**src/rtl/kmc_npr_pkg.sv**
```systemverilog
// rtl/kmc_npr_pkg.sv - shared constants and types for the KMC11 NPR sequencer
// Contents: NPRC bit indices, FSM state enum, default ack timeout.
package kmc_npr_pkg;

    // NPRC control register bit map
    localparam int NPRC_NRQ   = 0;  // go / busy
    localparam int NPRC_BYTE  = 1;  // byte transfer
    localparam int NPRC_IA_LO = 2;  // NPR in address bits 17:16
    localparam int NPRC_IA_HI = 3;
    localparam int NPRC_OUT   = 4;  // 1 = write to bus
    localparam int NPRC_OA_LO = 5;  // NPR out address bits 17:16
    localparam int NPRC_OA_HI = 6;
    localparam int NPRC_NXM   = 7;  // non-existent memory (ack timeout)

    // Bus cycles to wait for busACK before flagging NXM
    localparam int NPR_TIMEOUT = 63;

    typedef enum logic [1:0] {
        IDLE = 2'd0,
        REQ  = 2'd1,
        DONE = 2'd2
    } npr_state_e;

endpackage

```
**src/rtl/kmc_npr_ctrl_if.sv**
```systemverilog
// rtl/kmc_npr_ctrl_if.sv - device bus handshake between NPR sequencer and KS10 bus interface
// master: busREQ/busWR/busBYTE/busADDR/busDATAO out, busACK/busDATAI in (the sequencer)
// slave : the bus side, mirror image
interface kmc_npr_ctrl_if;
    logic        busREQ;
    logic        busWR;
    logic        busBYTE;
    logic [17:0] busADDR;
    logic [15:0] busDATAO;
    logic        busACK;
    logic [15:0] busDATAI;

    modport master (
        output busREQ, busWR, busBYTE, busADDR, busDATAO,
        input  busACK, busDATAI
    );

    modport slave (
        input  busREQ, busWR, busBYTE, busADDR, busDATAO,
        output busACK, busDATAI
    );
endinterface

```
**src/rtl/kmc_npr_timer.sv**
```systemverilog
// rtl/kmc_npr_timer.sv - 6-bit clear/enable counter with terminal-count flag
// Ports: clk, rst_n (async low), clr_i (sync clear, wins over en_i), en_i (count),
//        tc_o (high while the count is one short of LIMIT, i.e. the next enabled
//        cycle would reach LIMIT)
module kmc_npr_timer #(
    parameter int LIMIT = 63
) (
    input  logic clk,
    input  logic rst_n,
    input  logic clr_i,
    input  logic en_i,
    output logic tc_o
);

    logic [5:0] cnt_q, cnt_d;

    always_comb begin
        cnt_d = cnt_q;
        if (clr_i)
            cnt_d = 6'd0;
        else if (en_i)
            cnt_d = cnt_q + 6'd1;
    end

    always_ff @(posedge clk or negedge rst_n) begin
        if (!rst_n)
            cnt_q <= 6'd0;
        else
            cnt_q <= cnt_d;
    end

    assign tc_o = (cnt_q == 6'(LIMIT - 1));

endmodule

```
**src/rtl/kmc_npr_ctrl.sv**
```systemverilog
// rtl/kmc_npr_ctrl.sv - KMC11 NPR (DMA) sequencer: NPRC/NPRIA/NPROA/NPRID registers and bus FSM
// Ports: clk, rst_n (async low), kmcINIT (sync clear), kmcALU + write strobes
//        nprcWR/npriaLWR/npriaHWR/nproaLWR/nproaHWR, kmcNPROD (write data),
//        bus (kmc_npr_ctrl_if.master), kmcNPRC/kmcNPRIA/kmcNPROA/kmcNPRID register
//        views, kmcBUSY.
// Option: define KMC_NPR_AUTOINC_EN to step the active address after each transfer.
module kmc_npr_ctrl
    import kmc_npr_pkg::*;
#(
    parameter int TIMEOUT = NPR_TIMEOUT
) (
    input  logic                  clk,
    input  logic                  rst_n,
    input  logic                  kmcINIT,
    input  logic [7:0]            kmcALU,
    input  logic                  nprcWR,
    input  logic                  npriaLWR,
    input  logic                  npriaHWR,
    input  logic                  nproaLWR,
    input  logic                  nproaHWR,
    input  logic [15:0]           kmcNPROD,
    kmc_npr_ctrl_if.master        bus,
    output logic [7:0]            kmcNPRC,
    output logic [15:0]           kmcNPRIA,
    output logic [15:0]           kmcNPROA,
    output logic [15:0]           kmcNPRID,
    output logic                  kmcBUSY
);

    npr_state_e  state_q, state_d;
    logic [7:0]  nprc_q, nprc_d;
    logic [15:0] npria_q, npria_d;
    logic [15:0] nproa_q, nproa_d;
    logic [15:0] nprid_q, nprid_d;
    logic        tmr_tc;

    // Counter is held clear outside REQ so every request starts from zero
    kmc_npr_timer #(.LIMIT(TIMEOUT)) u_timer (
        .clk   (clk),
        .rst_n (rst_n),
        .clr_i (kmcINIT || (state_q != REQ)),
        .en_i  (state_q == REQ),
        .tc_o  (tmr_tc)
    );

    // FSM state register
    always_ff @(posedge clk or negedge rst_n) begin
        if (!rst_n)
            state_q <= IDLE;
        else if (kmcINIT)
            state_q <= IDLE;
        else
            state_q <= state_d;
    end

    // FSM next state; ack beats a timeout on the same cycle
    always_comb begin
        state_d = state_q;
        case (state_q)
            IDLE:    if (nprcWR && kmcALU[NPRC_NRQ]) state_d = REQ;
            REQ:     if (bus.busACK)                 state_d = DONE;
                     else if (tmr_tc)                state_d = IDLE;
            DONE:    state_d = IDLE;
            default: state_d = IDLE;
        endcase
    end

    // FSM outputs
    always_comb begin
        bus.busREQ  = 1'b0;
        bus.busWR   = 1'b0;
        bus.busBYTE = 1'b0;
        bus.busADDR = 18'd0;
        if (state_q == REQ) begin
            bus.busREQ  = 1'b1;
            bus.busWR   = nprc_q[NPRC_OUT];
            bus.busBYTE = nprc_q[NPRC_BYTE] & nprc_q[NPRC_OUT];
            bus.busADDR = nprc_q[NPRC_OUT] ? {nprc_q[NPRC_OA_HI:NPRC_OA_LO], nproa_q}
                                           : {nprc_q[NPRC_IA_HI:NPRC_IA_LO], npria_q};
        end
    end

    assign bus.busDATAO = kmcNPROD;
    assign kmcBUSY      = (state_q != IDLE);

`ifdef KMC_NPR_AUTOINC_EN
    logic [16:0] step;
    logic [16:0] ia_sum, oa_sum;
    assign step   = nprc_q[NPRC_BYTE] ? 17'd1 : 17'd2;
    assign ia_sum = {1'b0, npria_q} + step;
    assign oa_sum = {1'b0, nproa_q} + step;
`endif

    // Register file next state; microcode writes only land while idle
    always_comb begin
        nprc_d  = nprc_q;
        npria_d = npria_q;
        nproa_d = nproa_q;
        nprid_d = nprid_q;
        case (state_q)
            IDLE: begin
                if (nprcWR)   nprc_d        = kmcALU;
                if (npriaLWR) npria_d[7:0]  = kmcALU;
                if (npriaHWR) npria_d[15:8] = kmcALU;
                if (nproaLWR) nproa_d[7:0]  = kmcALU;
                if (nproaHWR) nproa_d[15:8] = kmcALU;
            end
            REQ: begin
                if (bus.busACK) begin
                    if (!nprc_q[NPRC_OUT]) nprid_d = bus.busDATAI;
                end else if (tmr_tc) begin
                    nprc_d[NPRC_NXM] = 1'b1;
                    nprc_d[NPRC_NRQ] = 1'b0;
                end
            end
            DONE: begin
                nprc_d[NPRC_NRQ] = 1'b0;
                nprc_d[NPRC_NXM] = 1'b0;
`ifdef KMC_NPR_AUTOINC_EN
                // Carry out of the 16-bit address bumps the 2-bit extension field
                if (nprc_q[NPRC_OUT]) begin
                    nproa_d = oa_sum[15:0];
                    if (oa_sum[16])
                        nprc_d[NPRC_OA_HI:NPRC_OA_LO] = nprc_q[NPRC_OA_HI:NPRC_OA_LO] + 2'd1;
                end else begin
                    npria_d = ia_sum[15:0];
                    if (ia_sum[16])
                        nprc_d[NPRC_IA_HI:NPRC_IA_LO] = nprc_q[NPRC_IA_HI:NPRC_IA_LO] + 2'd1;
                end
`else
                // Addresses change only by microcode writes
`endif
            end
            default: ;
        endcase
    end

    always_ff @(posedge clk or negedge rst_n) begin
        if (!rst_n) begin
            nprc_q  <= 8'd0;
            npria_q <= 16'd0;
            nproa_q <= 16'd0;
            nprid_q <= 16'd0;
        end else if (kmcINIT) begin
            nprc_q  <= 8'd0;
            npria_q <= 16'd0;
            nproa_q <= 16'd0;
            nprid_q <= 16'd0;
        end else begin
            nprc_q  <= nprc_d;
            npria_q <= npria_d;
            nproa_q <= nproa_d;
            nprid_q <= nprid_d;
        end
    end

    assign kmcNPRC  = nprc_q;
    assign kmcNPRIA = npria_q;
    assign kmcNPROA = nproa_q;
    assign kmcNPRID = nprid_q;

endmodule

```
**src/flat_wrapper.sv**
```systemverilog
// flat-port wrapper written by rule: the top's interface ports become plain ports
module kmc_npr_ctrl_flat import kmc_npr_pkg::*;
#(
    parameter int TIMEOUT = NPR_TIMEOUT
)
  (clk, rst_n, kmcINIT, kmcALU, nprcWR, npriaLWR, npriaHWR, nproaLWR, nproaHWR, kmcNPROD, kmcNPRC, kmcNPRIA, kmcNPROA, kmcNPRID, kmcBUSY, bus_busREQ, bus_busWR, bus_busBYTE, bus_busADDR, bus_busDATAO, bus_busACK, bus_busDATAI);
  kmc_npr_ctrl_if bus_i ();
  input  logic clk;
  input  logic rst_n;
  input  logic kmcINIT;
  input  logic [7:0] kmcALU;
  input  logic nprcWR;
  input  logic npriaLWR;
  input  logic npriaHWR;
  input  logic nproaLWR;
  input  logic nproaHWR;
  input  logic [15:0] kmcNPROD;
  output logic [7:0] kmcNPRC;
  output logic [15:0] kmcNPRIA;
  output logic [15:0] kmcNPROA;
  output logic [15:0] kmcNPRID;
  output logic kmcBUSY;
  output wire logic [$bits(bus_i.busREQ)-1:0] bus_busREQ;
  output wire logic [$bits(bus_i.busWR)-1:0] bus_busWR;
  output wire logic [$bits(bus_i.busBYTE)-1:0] bus_busBYTE;
  output wire logic [$bits(bus_i.busADDR)-1:0] bus_busADDR;
  output wire logic [$bits(bus_i.busDATAO)-1:0] bus_busDATAO;
  input wire logic [$bits(bus_i.busACK)-1:0] bus_busACK;
  input wire logic [$bits(bus_i.busDATAI)-1:0] bus_busDATAI;
  assign bus_busREQ = bus_i.busREQ;
  assign bus_busWR = bus_i.busWR;
  assign bus_busBYTE = bus_i.busBYTE;
  assign bus_busADDR = bus_i.busADDR;
  assign bus_busDATAO = bus_i.busDATAO;
  assign bus_i.busACK = bus_busACK;
  assign bus_i.busDATAI = bus_busDATAI;
  kmc_npr_ctrl #(.TIMEOUT(TIMEOUT)) u_core (.clk(clk), .rst_n(rst_n), .kmcINIT(kmcINIT), .kmcALU(kmcALU), .nprcWR(nprcWR), .npriaLWR(npriaLWR), .npriaHWR(npriaHWR), .nproaLWR(nproaLWR), .nproaHWR(nproaHWR), .kmcNPROD(kmcNPROD), .bus(bus_i), .kmcNPRC(kmcNPRC), .kmcNPRIA(kmcNPRIA), .kmcNPROA(kmcNPROA), .kmcNPRID(kmcNPRID), .kmcBUSY(kmcBUSY));
endmodule
```
**config.mk**
```make
export PLATFORM = sky130hd
export DESIGN_NAME = kmc_npr_ctrl_flat
export DESIGN_NICKNAME = d
export VERILOG_FILES = /design/src/rtl/kmc_npr_pkg.sv /design/src/rtl/kmc_npr_ctrl_if.sv /design/src/rtl/kmc_npr_timer.sv /design/src/rtl/kmc_npr_ctrl.sv /design/src/flat_wrapper.sv
export SDC_FILE = /design/constraint.sdc
export NUM_CORES = 1
export LEC_CHECK = 0
export BUFFER_PORTS_ARGS = -buffer_cell sky130_fd_sc_hd__buf_4
export CORE_MARGIN = 4
export CORE_UTILIZATION = 35
export CTS_BUF_LIST = sky130_fd_sc_hd__clkbuf_4
export CTS_CLUSTER_SIZE = 8
export DETAILED_ROUTE_END_ITERATION = 16
export PLACE_DENSITY = 0.68
export SYNTH_ARGS = -nofsm -noshare
export SYNTH_HDL_FRONTEND = slang
export SYNTH_HIERARCHICAL = 1
export SYNTH_SLANG_ARGS = --single-unit
```
**constraint.sdc**
```tcl
create_clock -name clk -period 2.1 [get_ports clk]
set_clock_uncertainty 0.15 [all_clocks]
set_input_delay 0.105 -clock clk [delete_from_list [all_inputs] [get_ports clk]]
set_output_delay 0.105 -clock clk [all_outputs]
set_load 0.05 [all_outputs]
```
* Yosys cells after proc, flatten, opt, wreduce, memory -nomap -nowiden
Cells that the tools add are included.
** Storage, ports and cells
- Bits in registers :: 64
- Bits of input ports :: 49
- Output and inout port bits :: 94
- Word-level logic and storage cells :: 76
** Operators by class
- Add/sub/neg operators :: 1
- Equal/unequal tests :: 10
- Multiplexer cells :: 33
- Bitwise gates (word level) :: 1
- Reduce and logical (&&, ||, !) cells :: 22
** Operators with widths (count)
- $mux W16 :: 8
- $mux W8 :: 6
- $mux W18 :: 2
- $reduce_bool A2 Y1 :: 10
- $mux W6 :: 3
- $reduce_and A2 Y1 :: 6
- $mux W2 :: 4
- $mux W1 :: 7
- $add A6 B1 Y6 const B :: 1
- $eq A6 B6 Y1 const B :: 1
- $ne A3 B2 Y1 const B :: 2
- $ne A3 B3 Y1 const B :: 2
- $pmux W1 S3 :: 2
- $ne A4 B3 Y1 const B :: 1
- $pmux W2 S2 :: 1
- $reduce_and A4 Y1 :: 1
- $reduce_bool A4 Y1 :: 1
- $reduce_and A3 Y1 :: 1
- $eq A2 B1 Y1 const B :: 1
- $eq A2 B2 Y1 const B :: 1
- $logic_not A2 Y1 :: 1
- $ne A2 B1 Y1 const B :: 1
- $ne A2 B2 Y1 const B :: 1
- $and A1 B1 Y1 :: 1
- other kinds (2) :: 2

* Logic depth before layout (Yosys ltp)
- Depth after elaboration :: 5
- Depth in mapped cells :: 8
- Depth with buffers taken out :: 7

* Hierarchy
Netlist, hierarchy kept.
** By module, submodules not included
- kmc_npr_ctrl :: times used 1, cells an instance 337, area an instance 3040.4 µm², seq. area each 1451.4 µm²
- kmc_npr_timer :: times used 1, cells an instance 30, area an instance 295.3 µm², seq. area each 150.1 µm²

* Worst setup path before layout
No wires, ideal clock.
- Kind :: flip-flop to output port
- Start :: register u_core.nprc_q[4] (netlist: u_core/kmcNPRC[4])
- End :: output bus_busADDR[0]
- Arrival :: 1.879 ns
- Data required time :: 1.845 ns
- Path slack :: -0.034 ns
- Cell stages (with the launch flop) :: 5
- Buffers on the path :: 2
- Cell sequence :: dfrtp_1 -> clkbuf_2 -> buf_2 -> mux2i_1 -> nor2b_1
** On the way
- Longest elaborated chain between the ends :: 2
** Ends and longest elaborated chain
- from (decl) :: RTL line kmc_npr_ctrl.sv:31 : logic [7:0] nprc_q, nprc_d;
- from (signal assigned) :: RTL line kmc_npr_ctrl.sv:150 : nprc_q <= nprc_d;
- $mux W18 :: RTL line kmc_npr_ctrl.sv:78 : bus.busADDR = nprc_q[NPRC_OUT] ? {nprc_q[NPRC_OA_HI:NPRC_OA_LO], nproa_q}
- $mux W18 :: RTL line kmc_npr_ctrl.sv:74 : if (state_q == REQ) begin
- to (decl) :: RTL line flat_wrapper.sv:26 : output wire logic [$bits(bus_i.busADDR)-1:0] bus_busADDR;
Every way passes these cells.

* Worst setup path in the final report
- Start :: register u_core.state_q[1]
- End :: output bus_busADDR[5]
** On the way
- Longest elaborated chain between the ends :: 2
** Ends and longest elaborated chain
- from (decl) :: RTL line kmc_npr_ctrl.sv:30 : npr_state_e state_q, state_d;
- from (signal assigned) :: RTL line kmc_npr_ctrl.sv:53 : state_q <= state_d;
- $eq A2 B1 Y1 :: RTL line kmc_npr_ctrl.sv:74
- $mux W18 :: RTL line kmc_npr_ctrl.sv:74
Every way passes these cells.

==> impl_metrics.json <==
{
  "synthTopCellsByArea": "dfrtp_1, nand2_1, a21oi_1",
  "cts_sinks": 64,
  "hpwl_um": 6630,
  "criticalPathCategory": "reg2out",
  "area_growth_pct": 38.7,
  "cap_violations": 0,
  "ir_drop_v": 0.000278,
  "ios": 143,
  "core_um2": 9240,
  "syn_area_um2": 3340,
  "synth_top_area_share_pct": 48.0,
  "synth_area_leader_cell": "dfrtp_1",
  "fin_crit_sh_pct": 94.3,
  "grt_setup_unrepaired": "no",
  "worstPathArrival_ps": 1730,
  "cts_setup_buffers": 0,
  "die_h_um": 106,
  "syn_inst": 367,
  "synth.distinct_cells": 35,
  "drcViolationCount": 0,
  "finalNonFillerCells": 621,
  "wire_per_inst_um": 15.4,
  "syn-num-nets": 423,
  "layout.nets": 543,
  "grt_pass1_vias": 3105,
  "vias_per_cell": 4.92,
  "power_density_nw_per_um2": 815,
  "yosys_warnings": 6,
  "worstSkewPairLatency_ps": 400,
  "avgSynthCellArea_um2": 9.09,
  "antenna_found_initial": 0,
  "die_area_um2": 11200,
  "hold_class": "in2out",
  "htree_levels": 3,
  "grt_overflow_total": 0,
  "outcome": "finished clean",
  "place_congestion": 0.726,
  "fillers": 877,
  "ys_seq_area_share_pct": 48.0,
  "tritoncts": "built",
  "yosys-top-cells-count": "nand2_1, dfrtp_1, a21oi_1",
  "final_layout_size_suffix_gt1_share_pct": 31.5,
  "std_cell_rows": 35,
  "placedCellCount": 573,
  "grt_max_degree": 65,
  "cellLeakagePower_nw": 2.12,
  "diodes": 0,
  "cts_made_buffers": 9,
  "worst_slew_pin_slew_ps": 820,
  "port_buffers": 110,
  "drtPass1Iterations": 4,
  "synth-edff-count": 0,
  "synth_flop_cell": "dfrtp_1",
  "clk_path_buf_depth": 2,
  "finalCriticalPeriod_ps": 1980,
  "async_flop_share_pct": 100,
  "setup_tns_ps": 0,
  "cts_root_buf": "clkbuf_4",
  "synth.most_common_cell": "nand2_1",
  "required_ps": 1850,
  "vias": 3054,
  "grt_use_total_pct": 17.4,
  "grt_pass1_wl_um": 15600,
  "die_w_um": 106,
  "cp_max_fo": 11,
  "ys_ff_latch": 64,
  "drtIter0Drc": 277,
  "endpoint_kind": "output port",
  "ant_nets": 0,
  "dpl_cell_area_um2": 4140,
  "setup_viol": 0,
  "clkTransAtPathRegs_ps": 100,
  "start_util_pct": 36.1,
  "startpoint_type": "flip-flop",
  "max_freq_mhz": 505,
  "drt-total-wl_um": 9540,
  "drv_slew": 0,
  "hold_viol": 0,
  "slew_headroom_pct": 45.3,
  "post-route-cell-area_um2": 4630
}
power by group:
part	internal [W]	switching (W)	leakage, nW
Clock	0.000482	0.000477	0.0798
Combinational	0.000468	0.000923	1.17
Sequential	0.00133	0.0000880	0.870
Total	0.00228	0.00149	2.12
worst paths after layout:
check / slack (ps) / from / to / cells after the start
max in group asynchronous: 1070 / rst_n / u_core/kmcNPRC[3] / 2
worst min-delay path: 60 / kmcNPROD[15] / bus_busDATAO[15] / 0
min in group asynchronous: 170 / rst_n / u_core/u_timer/cnt_q[4] / 2
worst min register to register: 380 / u_core/kmcNPRID[8] / u_core/kmcNPRID[8] / 2
worst max-delay path: 120 / u_core/state_q[1] / bus_busADDR[5] / 5
worst max register to register: 240 / u_core/state_q[1] / u_core/kmcNPRID[13] / 5
placed cells by master, fill, tap and decap left out, types with 2 or more instances in the layout:
cell,synthesis,layout
dfrtp_1,64,64
nand2_1,84,84
nand4_1,2,2
xor2_1,3,3
nor2b_2,0,7
nor2b_1,18,11
dlygate4sd3_1,0,32
clkbuf_4,0,9
mux2i_1,20,20
o21ai_0,2,2
nor3b_1,2,2
ha_1,7,7
a21oi_2,10,10
buf_4,21,118
inv_1,6,6
a21oi_1,45,45
nor2_1,7,7
bufinv_16,0,2
clkinvlp_4,0,2
clkinv_4,0,2
nand3_1,40,40
a31oi_1,2,2
worst max-delay path: stages (launching register included):
cell     delay, ps
dfrtp_1        400
inv_1          140
ha_1           200
buf_4          190
nor2b_1        170
buf_4          230
cells by family after synthesis:
| family | after synthesis | synth area share, % |
|---|---|---|
| buffers and inverters | 48 | 8.70 |
| AND/OR/NAND/NOR | 160 | 21.9 |
| AO/OA/AOI/OAI | 63 | 11.3 |
| adder cells (fa/ha/maj) | 7 | 2.63 |
| flip-flops | 64 | 48.0 |
| multiplexers | 21 | 6.34 |
| XOR/XNOR | 4 | 1.05 |
routing by layer:
| metal | up-vias | GRT usage [%] | routed length, µm |
|---|---|---|---|
| li1 | 1456 | - | - |
| met1 | 1477 | 22.1 | 3960 |
| met2 | 110 | 28.9 | 4750 |
| met3 | 11 | 4.23 | 706 |
| met4 | 0 | 5.92 | 123 |
| met5 | - | 0 | 0 |
sequential cells by signal, indices dropped and copies added, names as in the netlist:
register	cells
u_core/u_timer/cnt_q	6
u_core/state_q	2
u_core/kmcNPROA	16
u_core/kmcNPRIA	16
u_core/kmcNPRC	8
u_core/kmcNPRID	16
stage by stage:
stage	hold slack (ps)	total power, W	util (%)	worst slack, ps
global route	60.1	0.00397	50.1	6.50
finish	60.0	0.00377	50.1	119
floorplan	-341	0.00245	-	8.38
global placement	60.3	0.00276	44.8	302
detailed placement	60.3	0.00279	44.8	252
CTS	60.3	0.00380	50.0	64.0
area by class of cell:
class	instances	area (µm²)	area share, %
clock buffers	9	67.6	1.46
clock inverters	7	96.3	2.08
inverters	6	22.5	0.487
multi-input cells	255	1460	31.6
flip-flops and latches	64	1600	34.6
well taps	129	161	3.49
repair buffers	151	1220	26.3
repair_timing:
item,4_1_cts,5_1_grt
hold buffers,32,0
gates resized for setup,0,1
endpoints found under the hold margin,121,0
setup endpoints to repair,0,1
No activity file was read; power rests on OpenSTA's default activity.
